--- src/rtl/cpu_ctrl_pkg.sv ---
// Shared state encoding for the CPU run/pause/step/breakpoint controller.
// The localparams give the raw codes; the enum is what the FSM actually carries.
package cpu_ctrl_pkg;

    localparam int STATE_W = 2;

    localparam logic [STATE_W-1:0] RUN   = 2'b00;
    localparam logic [STATE_W-1:0] PAUSE = 2'b01;
    localparam logic [STATE_W-1:0] ADV   = 2'b10;
    localparam logic [STATE_W-1:0] HALT  = 2'b11;

    typedef enum logic [STATE_W-1:0] {
        ST_RUN   = RUN,
        ST_PAUSE = PAUSE,
        ST_ADV   = ADV,
        ST_HALT  = HALT
    } run_state_e;

endpackage

--- src/rtl/go_debounce.sv ---
// Conditions the raw go push button: 2-flop synchronizer, debounce counter
// and a registered one-cycle pulse on each accepted 0->1 change of the level.
module go_debounce #(
    parameter int DB_CYCLES = 500000
) (
    input  logic clk,
    input  logic rst_n,
    input  logic go,
    output logic go_pulse
);

    localparam int CW = $clog2(DB_CYCLES + 1);
    localparam logic [CW-1:0] LAST_CNT = CW'(DB_CYCLES - 1);

    logic          sync1_q;
    logic          sync2_q;
    logic          stable_q;
    logic          stable_d;
    logic          pulse_q;
    logic          pulse_d;
    logic [CW-1:0] cnt_q;
    logic [CW-1:0] cnt_d;

    // Debounce next state: any sample equal to the stable level restarts the count.
    always_comb begin
        cnt_d    = cnt_q;
        stable_d = stable_q;
        pulse_d  = 1'b0;
        if (sync2_q != stable_q) begin
            if (cnt_q == LAST_CNT) begin
                cnt_d    = '0;
                stable_d = ~stable_q;
                pulse_d  = ~stable_q;
            end else begin
                cnt_d    = cnt_q + CW'(1);
                stable_d = stable_q;
                pulse_d  = 1'b0;
            end
        end else begin
            cnt_d    = '0;
            stable_d = stable_q;
            pulse_d  = 1'b0;
        end
    end

    // Synchronizer, debounce and pulse registers.
    always_ff @(posedge clk) begin
        if (!rst_n) begin
            sync1_q  <= 1'b0;
            sync2_q  <= 1'b0;
            stable_q <= 1'b0;
            pulse_q  <= 1'b0;
            cnt_q    <= '0;
        end else begin
            sync1_q  <= go;
            sync2_q  <= sync1_q;
            stable_q <= stable_d;
            pulse_q  <= pulse_d;
            cnt_q    <= cnt_d;
        end
    end

    assign go_pulse = pulse_q;

endmodule

--- src/rtl/cpu_run_ctrl.sv ---
// Run/pause/step/breakpoint controller for the single-cycle MIPS CPU: gates PC
// advance and commits, and keeps saturating retire/jump/branch statistics.
module cpu_run_ctrl
    import cpu_ctrl_pkg::*;
#(
    parameter int CNT_W     = 32,
    parameter int DB_CYCLES = 500000
) (
    input  logic               clk,
    input  logic               rst_n,
    input  logic               go,
    input  logic               step_mode,
    input  logic               syscall,
    input  logic               show,
    input  logic               bp_en,
    input  logic [9:0]         bp_addr,
    input  logic [9:0]         pc_addr,
    input  logic               jmp,
    input  logic               branch,
    output logic               pc_enable,
    output logic [STATE_W-1:0] state,
    output logic               halted,
    output logic [CNT_W-1:0]   instr_cnt,
    output logic [CNT_W-1:0]   jmp_cnt,
    output logic [CNT_W-1:0]   branch_cnt
);

    run_state_e       state_q;
    run_state_e       state_d;
    logic             halted_q;
    logic             go_pulse_s;
    logic             exit_s;
    logic             stop_s;
    logic             pc_en_s;
    logic [CNT_W-1:0] instr_q;
    logic [CNT_W-1:0] jmp_q;
    logic [CNT_W-1:0] branch_q;

    function automatic logic [CNT_W-1:0] sat_inc(input logic [CNT_W-1:0] v, input logic en);
        if (en && (v != {CNT_W{1'b1}})) begin
            return v + CNT_W'(1);
        end else begin
            return v;
        end
    endfunction

    go_debounce #(
        .DB_CYCLES (DB_CYCLES)
    ) u_go_debounce (
        .clk      (clk),
        .rst_n    (rst_n),
        .go       (go),
        .go_pulse (go_pulse_s)
    );

    assign exit_s = syscall & ~show;
    assign stop_s = syscall | (bp_en & (pc_addr == bp_addr));

    // Commit strobe and next state; ADV retires the stopping instruction without re-trapping it.
    always_comb begin
        pc_en_s = 1'b0;
        state_d = state_q;
        case (state_q)
            ST_RUN: begin
                if (exit_s) begin
                    state_d = ST_HALT;
                end else if (stop_s) begin
                    state_d = ST_PAUSE;
                end else begin
                    pc_en_s = 1'b1;
                    state_d = step_mode ? ST_PAUSE : ST_RUN;
                end
            end
            ST_PAUSE: begin
                if (go_pulse_s) begin
                    state_d = ST_ADV;
                end else begin
                    state_d = ST_PAUSE;
                end
            end
            ST_ADV: begin
                if (exit_s) begin
                    state_d = ST_HALT;
                end else begin
                    pc_en_s = 1'b1;
                    state_d = step_mode ? ST_PAUSE : ST_RUN;
                end
            end
            ST_HALT: begin
                state_d = ST_HALT;
            end
            default: begin
                state_d = ST_RUN;
            end
        endcase
    end

    // State, halted flag and statistics counters.
    always_ff @(posedge clk) begin
        if (!rst_n) begin
            state_q  <= ST_RUN;
            halted_q <= 1'b0;
            instr_q  <= '0;
            jmp_q    <= '0;
            branch_q <= '0;
        end else begin
            state_q  <= state_d;
            halted_q <= (state_d == ST_HALT);
            instr_q  <= sat_inc(instr_q, pc_en_s);
            jmp_q    <= sat_inc(jmp_q, pc_en_s & jmp);
            branch_q <= sat_inc(branch_q, pc_en_s & branch);
        end
    end

    assign pc_enable  = pc_en_s;
    assign state      = state_q;
    assign halted     = halted_q;
    assign instr_cnt  = instr_q;
    assign jmp_cnt    = jmp_q;
    assign branch_cnt = branch_q;

endmodule

--- config.mk ---
export PLATFORM = sky130hd
export DESIGN_NAME = cpu_run_ctrl
export DESIGN_NICKNAME = d
export VERILOG_FILES = /design/src/rtl/cpu_ctrl_pkg.sv /design/src/rtl/go_debounce.sv /design/src/rtl/cpu_run_ctrl.sv
export SDC_FILE = /design/constraint.sdc
export NUM_CORES = 1
export LEC_CHECK = 0
export BUFFER_PORTS_ARGS = -buffer_cell sky130_fd_sc_hd__buf_4
export CORE_ASPECT_RATIO = 2
export CORE_UTILIZATION = 50
export CTS_CLUSTER_DIAMETER = 150
export DETAILED_ROUTE_END_ITERATION = 10
export MAX_ROUTING_LAYER = met4
export PLACE_DENSITY_LB_ADDON = 0.25
export SLEW_MARGIN = 30
export SYNTH_ARGS = -nofsm -noshare
export SYNTH_HDL_FRONTEND = slang
export SYNTH_HIERARCHICAL = 1
export SYNTH_SLANG_ARGS = --single-unit
--- constraint.sdc ---
create_clock -name clk -period 2.25 [get_ports clk]
set_clock_uncertainty 0.15 [all_clocks]
set_input_delay 0.1125 -clock clk [delete_from_list [all_inputs] [get_ports clk]]
set_output_delay 0.1125 -clock clk [all_outputs]
set_load 0.02 [all_outputs]
# --- After elaboration in Yosys (flattened, before gate mapping) ---
# Cells that the tools add are included.
op_classes:
  add_sub_neg: 4
  eq_ne: 10
  muxes: 10
  n_bitwise: 9
  reduce_logical: 7
op_table:
  columns: ["op", "n"]
  rows:
  - ["$add 32x1->32 const B", 3]
  - ["$ne 32x32->1 const B", 3]
  - ["$add 19x1->19 const B", 1]
  - ["$eq 19x19->1 const B", 1]
  - ["$eq 10x10->1", 1]
  - ["$pmux 2 s4", 1]
  - ["$eq 2x2->1 const B", 3]
  - ["$mux 2", 3]
  - ["$mux 1", 5]
  - ["$and 1x1->1", 4]
  - ["$not 1->1", 4]
  - ["$logic_and 1x1->1", 3]
  - ["$reduce_and 3->1", 1]
  - ["$reduce_or 3->1", 1]
  - ["$eq 2x1->1 const B", 1]
  - ["$logic_not 2->1", 1]
  - ["$pmux 1 s2", 1]
  - ["$reduce_and 2->1", 1]
  - ["$ne 1x1->1", 1]
  - ["$or 1x1->1", 1]
word_totals:
  register_bits: 122
  input_bits: 29
  out_inout_bits: 100

# --- Longest topological paths before layout ---
# Gate-level depths: netlist (run 1).
depth:
  depth_word: 8
  mapped_depth: 9
  depth_no_buf: 7

# --- Cells and area by module ---
# The synthesis (run 1) kept the hierarchy.
by_module_without_submodules:
  columns: ["mod", "n_inst", "cells_per_inst", "area_per_inst_um2", "seq_area_each_um2"]
  rows:
  - ["cpu_run_ctrl", 1, 654, 5263.8, 1981.9]
  - ["go_debounce", 1, 112, 1011.0, 460.4]

# --- Worst setup path after synthesis (run 1) ---
# Ideal clock, no wire load.
synth_path:
  path_type: "register to register"
  start: "reg instr_q[0] (netlist: instr_cnt[0])"
  end: "reg instr_q[0] (netlist: instr_cnt[0])"
  setup_time_ps: 128
  arrival_ps: 2304
  setup_slack_ps: -331
  path_stages_with_launch: 10
  synth_period_minus_slack_ps: 2581
  path_cell_list: "dfxtp_1 > ha_1 > nand2_1 > or4_1 > or3_1 > nand3_1 > buf_4 > buf_6 > xor2_1 > nor2_1"
synth_via:
  elab_chain_cells: 2
  word_cells_on_any_way: 3
synth_rtl:
  columns: ["element", "line", "source"]
  rows:
  - ["start: declaration", "cpu_run_ctrl.sv:35", "logic [CNT_W-1:0] instr_q;"]
  - ["start signal: assignment", "cpu_run_ctrl.sv:109", "instr_q <= sat_inc(instr_q, pc_en_s);"]
  - ["parallel branches: the longest is 2 deep, another holds $add 32x1->32", null, null]
# Several ways; the timed one is not identified.
# A chain may end at the register's enable or synchronous reset.

# --- Worst setup path after layout (run 1) ---
layout_path:
  start: "reg state_q[1] (netlist: state[1])"
  end: "reg branch_q[23] (netlist: branch_cnt[23])"
layout_via:
  elab_chain_cells: 4
  word_cells_on_any_way: 5
layout_rtl:
  columns: ["element", "line", "source"]
  rows:
  - ["start: declaration", "cpu_run_ctrl.sv:28", "run_state_e state_q;"]
  - ["start signal: assignment", "cpu_run_ctrl.sv:107", "state_q <= state_d;"]
  - ["$eq 2x2->1 / $logic_not 2->1 (equally long branches)", "cpu_run_ctrl.sv:63", "case (state_q)"]
  - ["$pmux 1 s2 *", "cpu_run_ctrl.sv:63", null]
  - ["$and 1x1->1 *", "cpu_run_ctrl.sv:111", "branch_q <= sat_inc(branch_q, pc_en_s & branch);"]
  - ["$logic_and 1x1->1 *", "cpu_run_ctrl.sv:40", "if (en && (v != {CNT_W{1'b1}})) begin"]
  - ["end signal: assignment", "cpu_run_ctrl.sv:111", null]
  - ["end: declaration", "cpu_run_ctrl.sv:37", "logic [CNT_W-1:0] branch_q;"]
# Mark *: on every way between the ends. The rest lies on a longest branch, timed or not.

==> results of run 1 <==
metrics by stage:
| step | instance area [µm²] | worst slack (ns) | total power, µW | instances | setup TNS, ns |
|---|---|---|---|---|---|
| 6_report | 9220 | -0.0702 | 5190 | 1168 | -0.100 |
| 5_1_grt | 9220 | -0.124 | 5330 | 1168 | -1.28 |
| 4_1_cts | 8920 | 0.00326 | 5180 | 1152 | 0 |
| 3_5_place_dp | 8250 | -0.0845 | 2520 | 1114 | -0.430 |
| 3_3_place_gp | 8250 | -0.0409 | 2500 | 1114 | -0.0409 |
| 2_1_floorplan | 6420 | -0.0324 | 2380 | 766 | -0.0636 |
cells by family after synthesis:
family	after synthesis	share of synthesized area, %
AOI/OAI and AO/OA	108	10.6
xor gates and xnor gates	47	6.56
adders and majority gates	4	0.798
buffers and inverters	60	3.95
DFF	122	38.9
muxes	22	3.51
and+or+nand+nor	403	35.7
layout by cell type (no fill, tap or decap), drive strengths merged, types with 28 or more instances in the layout:
cell | netlist | layout
nor3 | 32 | 32
xnor2 | 34 | 34
o21ai | 28 | 28
nand3 | 51 | 51
nand2 | 73 | 73
inv | 26 | 29
dfxtp | 122 | 122
or3 | 29 | 29
or4 | 31 | 31
nand4 | 47 | 47
nor2 | 57 | 57
buf | 8 | 253
a21oi | 42 | 42
per-layer routing:
| metal | up-vias | part of all wire, % | GRT usage [%] |
|---|---|---|---|
| li1 | 3296 | - | - |
| met1 | 3387 | 35 | 30.6 |
| met2 | 329 | 55 | 57.2 |
| met3 | 103 | 5.4 | 5.74 |
| met4 | 0 | 5.0 | 19.2 |
| met5 | - | 0 | - |
state kept, by name (all words and copies together) (netlist names):
register,cells
instr_cnt,32
u_go_debounce/go_pulse,1
u_go_debounce/sync1_q,1
state,2
u_go_debounce/stable_q,1
u_go_debounce/cnt_q,19
u_go_debounce/sync2_q,1
halted,1
branch_cnt,32
jmp_cnt,32
cell type report:
cell class / count / share of cell area [%]
Clock buffer: 18 / 4.66
Clock inverter: 14 / 1.60
Inverter: 26 / 1.06
Multi-Input combinational cell: 584 / 41.8
Sequential cell: 122 / 27.4
Tap cell: 147 / 2.00
Timing Repair Buffer: 257 / 21.5
power by group through the flow:
| stage | Sequential (µW) | Clock [µW] | Combinational (µW) |
|---|---|---|---|
| 2_1_floorplan | 2240 | 0 | 134 |
| 3_3_place_gp | 2220 | 0 | 282 |
| 3_5_place_dp | 2220 | 0 | 291 |
| 4_1_cts | 2180 | 2700 | 303 |
| 5_1_grt | 2180 | 2800 | 346 |
| 6_report | 2180 | 2680 | 327 |
path summary, 6_finish.rpt:
check | depth (start not counted) | startpoint | slack, ns | to
max reg2reg | 6 | state[1] | -0.07 | branch_cnt[23]
min reg2reg | 1 | u_go_debounce/sync1_q | 0.33 | u_go_debounce/sync2_q
max | 6 | state[1] | -0.07 | branch_cnt[23]
min | 4 | syscall | 0.02 | state[1]
worst max-delay path: cells and delay by family, from the launching register on:
| kind | cells | cell delay [ns] |
|---|---|---|
| AO/OA/AOI/OAI | 3 | 0.61 |
| flip-flops | 1 | 0.38 |
| AND/OR/NAND/NOR | 3 | 1.05 |
what timing repair did:
action                                 CTS  global route
buffers inserted                         2            15
gates resized for setup                  8            42
hold buffers                             4             0
setup endpoints to repair               18            65
pin swaps                                5            24
gates cloned                             0             1
endpoints found under the hold margin   18             0
==> results_dict.tcl, run 1 <==
set metrics [dict create \
    syn_nets 799 \
    ff_latch_area_um2 2520 \
    netlist_area_um2 6270 \
    crit_fanout 6 \
    ys_top_cells_by_area "dfxtp_1 39%, xnor2_1 4.7%, nand4_1 4.4%, nand2_1 4.2%, nand3_1 4.1%" \
    die_area_um2 13000 \
    worst-setup-path-type "reg -> reg" \
    ys_seq_elements 122 \
    grt_overflow_total 0 \
    dieHeight_um 160 \
    synth_common_cells "122 x dfxtp_1, 71 x nand2_1, 57 x nor2_1" \
    synth_cell_types 55 \
    floorplan.rows 57 \
    p_sw_uw 1250 \
    area_growth_syn_to_layout_pct 46.9 \
    required_ns 2.39 \
    antenna_found_initial 0 \
    num-fill-cells 880 \
    slew_violations 0 \
    max_freq_mhz 431 \
    vdd_drop_max_uv 712 \
    slowest_stage "or4b_4" \
    clk_pin_slew_ns 0.06 \
    combPwrFrac_pct 6.3 \
    clockPowerShare_pct 51.7 \
    crit_path_end_kind "flop" \
    setup_viol 5 \
    switching_share_pct 24.0 \
    clk_path_buf_depth 2 \
    rsz0062_at_grt "true" \
    synth-edff-count 0 \
    fp.coreArea_um2 12200 \
    post-route-min-period_ns 2.32 \
    layout_setup_ws_ns -0.0702 \
    drt-pass1-iter-count 5 \
    nets 1041 \
    hold_path.class "in -> reg" \
    grt_first_pass_wirelength_mm 31.8 \
    status "complete, but fails checks" \
    ys_seq_area_share_pct 38.9 \
    clock_latency_ns 0.42 \
    tightest_slew_ns 0.692 \
    yosysWarnings 6 \
    grt_pass1_vias 7002 \
    n_antenna_cell 0 \
    post-route-util_pct 75.6 \
    max_slew_margin_pct 53.5 \
    wl_mm 20.7 \
    cts-root-buf "clkbuf_16" \
    cts_tree "built" \
    multi_input_comb_area_um2 3850 \
    whs_ns 0.0169 \
    synthCells 766 \
    crit_chain "nand2_4, a21o_4, or4b_4, or3_4, o211ai_1, o41ai_2" \
    power_density_nw_per_um2 563 \
    wl_per_cell_um 17.7 \
    ys.flop_type "dfxtp_1" \
    start_util_pct 51.5 \
    max-cap-violations 0 \
    slowest_delay_ns 0.55 \
    start_kind "flop" \
    grt_max_degree 53 \
    synth_top_cell_by_area "dfxtp_1" \
    gp_congestion 0.962 \
    io_pins 129 \
    viasPerCell 6.09 \
    via_count 7115 \
    hold_viol_final 0 \
    drc 0 \
    drtIter0Drc 414 \
    violations "setup timing" \
    track_usage_pct 32.0 \
    synth.most_common_cell "dfxtp_1" \
    drive_above_1_share_pct 37.8 \
    die-width_um 81.2 \
    intPower_uw 3940 \
    leakagePower_uw 0.00360 \
    critical_path_arrival_ns 2.46 \
    dpl.hpwl_mm 14.5 \
    ant_nets 0 \
    ys_async_sr_fraction_pct 0 \
    clkSinkCount 122 \
    synth_top_area_share_pct 38.9 \
    avgSynthCellArea_um2 8.19 \
    seqPwrFrac_pct 42.0 \
    cts_buffers 17 \
    placement.io_buffers 128 \
    post-route-period-util_pct 103 \
    cts-htree-levels 4 \
]
No activity file was read; power rests on OpenSTA's default activity.
==> run 2, diff against run 1 <==
--- a/config.mk
+++ b/config.mk
@@ -8,8 +8,10 @@
 export BUFFER_PORTS_ARGS = -buffer_cell sky130_fd_sc_hd__buf_4
 export CORE_ASPECT_RATIO = 2
 export CORE_UTILIZATION = 50
+export CTS_BUF_LIST = sky130_fd_sc_hd__clkbuf_16
 export CTS_CLUSTER_DIAMETER = 150
 export DETAILED_ROUTE_END_ITERATION = 10
+export HOLD_SLACK_MARGIN = 0.12
 export MAX_ROUTING_LAYER = met4
 export PLACE_DENSITY_LB_ADDON = 0.25
 export SLEW_MARGIN = 30
==> results_dict.tcl, run 2 (synthesis results as in run 1) <==
set metrics [dict create \
    io_pins 129 \
    drtIter0Drc 432 \
    viasPerCell 6.04 \
    final_design_area_no_fill_um2 9290 \
    max_slew_margin_pct 53.2 \
    power_density_nw_per_um2 559 \
    area_growth_syn_to_layout_pct 48.1 \
    cts-htree-levels 4 \
    drc 0 \
    critical_path_arrival_ns 2.46 \
    rsz0062_at_grt "true" \
    violations "setup timing" \
    status "complete, but fails checks" \
    wl_per_cell_um 17.7 \
    drive_above_1_share_pct 37.6 \
    track_usage_pct 32.2 \
    dieHeight_um 160 \
    crit_path_end_kind "flop" \
    clkSinkCount 122 \
    final_common_cell "buf_4" \
    num-fill-cells 872 \
    tightest_slew_ns 0.696 \
    die-width_um 81.2 \
    grt_overflow_total 0 \
    leakagePower_uw 0.00363 \
    clock_latency_ns 0.42 \
    clk_pin_slew_ns 0.06 \
    hold_path.class "in -> reg" \
    floorplan.rows 57 \
    pre_cts_slack_ns -0.0845 \
    hold_viol_final 0 \
    max-cap-violations 0 \
    placement.io_buffers 128 \
    die_area_um2 13000 \
    fp.coreArea_um2 12200 \
    drt-pass1-iter-count 5 \
    nets 1048 \
    dpl-instance-area_um2 8250 \
    gp_congestion 0.962 \
    vdd_drop_max_uv 712 \
    post-route-min-period_ns 2.32 \
    worst-setup-path-type "reg -> reg" \
    max_freq_mhz 430 \
    dpl.hpwl_mm 14.5 \
    final_cell_mix "246 x buf_4, 87 x dfxtp_1, 69 x nand2_1" \
    grt_max_degree 53 \
    clk_path_buf_depth 2 \
    cts_buffers 17 \
    grt_first_pass_wirelength_mm 31.9 \
    n_antenna_cell 0 \
    slew_violations 0 \
    wl_mm 20.8 \
    via_count 7100 \
    post-route-period-util_pct 103 \
    start_util_pct 51.5 \
    grt_pass1_vias 7038 \
    antenna_found_initial 0 \
    setup_viol 5 \
    required_ns 2.39 \
    layout_setup_ws_ns -0.0740 \
    cts_tree "built" \
    crit_fanout 6 \
    start_kind "flop" \
    tns_ns -0.103 \
    ant_nets 0 \
    cts-root-buf "clkbuf_16" \
]
## run 2: cell count changes in the layout (fill, tap and decap cells not counted)
cell | before | now
nor3_1 | 25 | 24
dlygate4sd3_1 | 4 | 11
nor3_2 | 5 | 6
inv_1 | 25 | 26
clkbuf_1 | 1 | 0
## run 2: worst max-delay path, stage by stage, from the launching register on
cell	delay (ns)
dfxtp_4	0.37
nand2_4	0.06
a21o_4	0.24
or4b_4	0.55
or3_4	0.44
o211ai_1	0.26
o41ai_2	0.12
## run 2: what timing repair did
item,CTS,global route
setup buffers,2,15
cloned,0,1
endpoints found under the hold margin,21,0
hold buffers,11,0
endpoints found under the setup margin,18,66
gates resized for setup,8,43
pin swaps,5,24
## run 2: layout make-up
cell class              instances  area, µm²  share of cell area, %
multi-input cells             584       3860                   41.5
flip-flops and latches        122       2520                   27.1
repair buffers                264       2060                   22.1
clock buffers                  17        425                   4.58
well taps                     147        184                   1.98
clock inverters                15        151                   1.63
inverters                      26       97.6                   1.05
## run 2: per-layer routing
layer,vias up,GRT usage [%],part of all wire [%]
li1,3307,-,-
met1,3364,30.9,35
met2,321,57.1,55
met3,108,5.74,5.1
met4,0,19.6,4.7
met5,-,-,0
## run 2: path summary, 6_finish.rpt
| check | startpoint | cells past startpoint | endpoint | slack [ns] |
|---|---|---|---|---|
| setup / recovery | state[1] | 6 | branch_cnt[23] | -0.07 |
| hold reg to reg | u_go_debounce/sync2_q | 2 | u_go_debounce/go_pulse | 0.33 |
| hold / removal | pc_addr[9] | 6 | halted | 0.16 |
| setup reg to reg | state[1] | 6 | branch_cnt[23] | -0.07 |
## run 2: metrics by stage
step / instances / hold WS [ns] / power (µW) / utilization (%)
5_1_grt: 1175 / 0.183 / 5340 / 76.2
4_1_cts: 1159 / 0.152 / 5190 / 73.7
6_report: 1175 / 0.160 / 5190 / 76.2
2_1_floorplan: 766 / 0.0842 / 2380 / -
3_3_place_gp: 1114 / 0.225 / 2500 / 67.6
3_5_place_dp: 1114 / 0.221 / 2520 / 67.6
## run 2: where the power goes
part	switching (µW)	leakage, µW	internal, µW
combinational	182	0.00236	156
sequential	15.0	0.00101	2160
clock	1050	0.000269	1630
total	1250	0.00363	3950
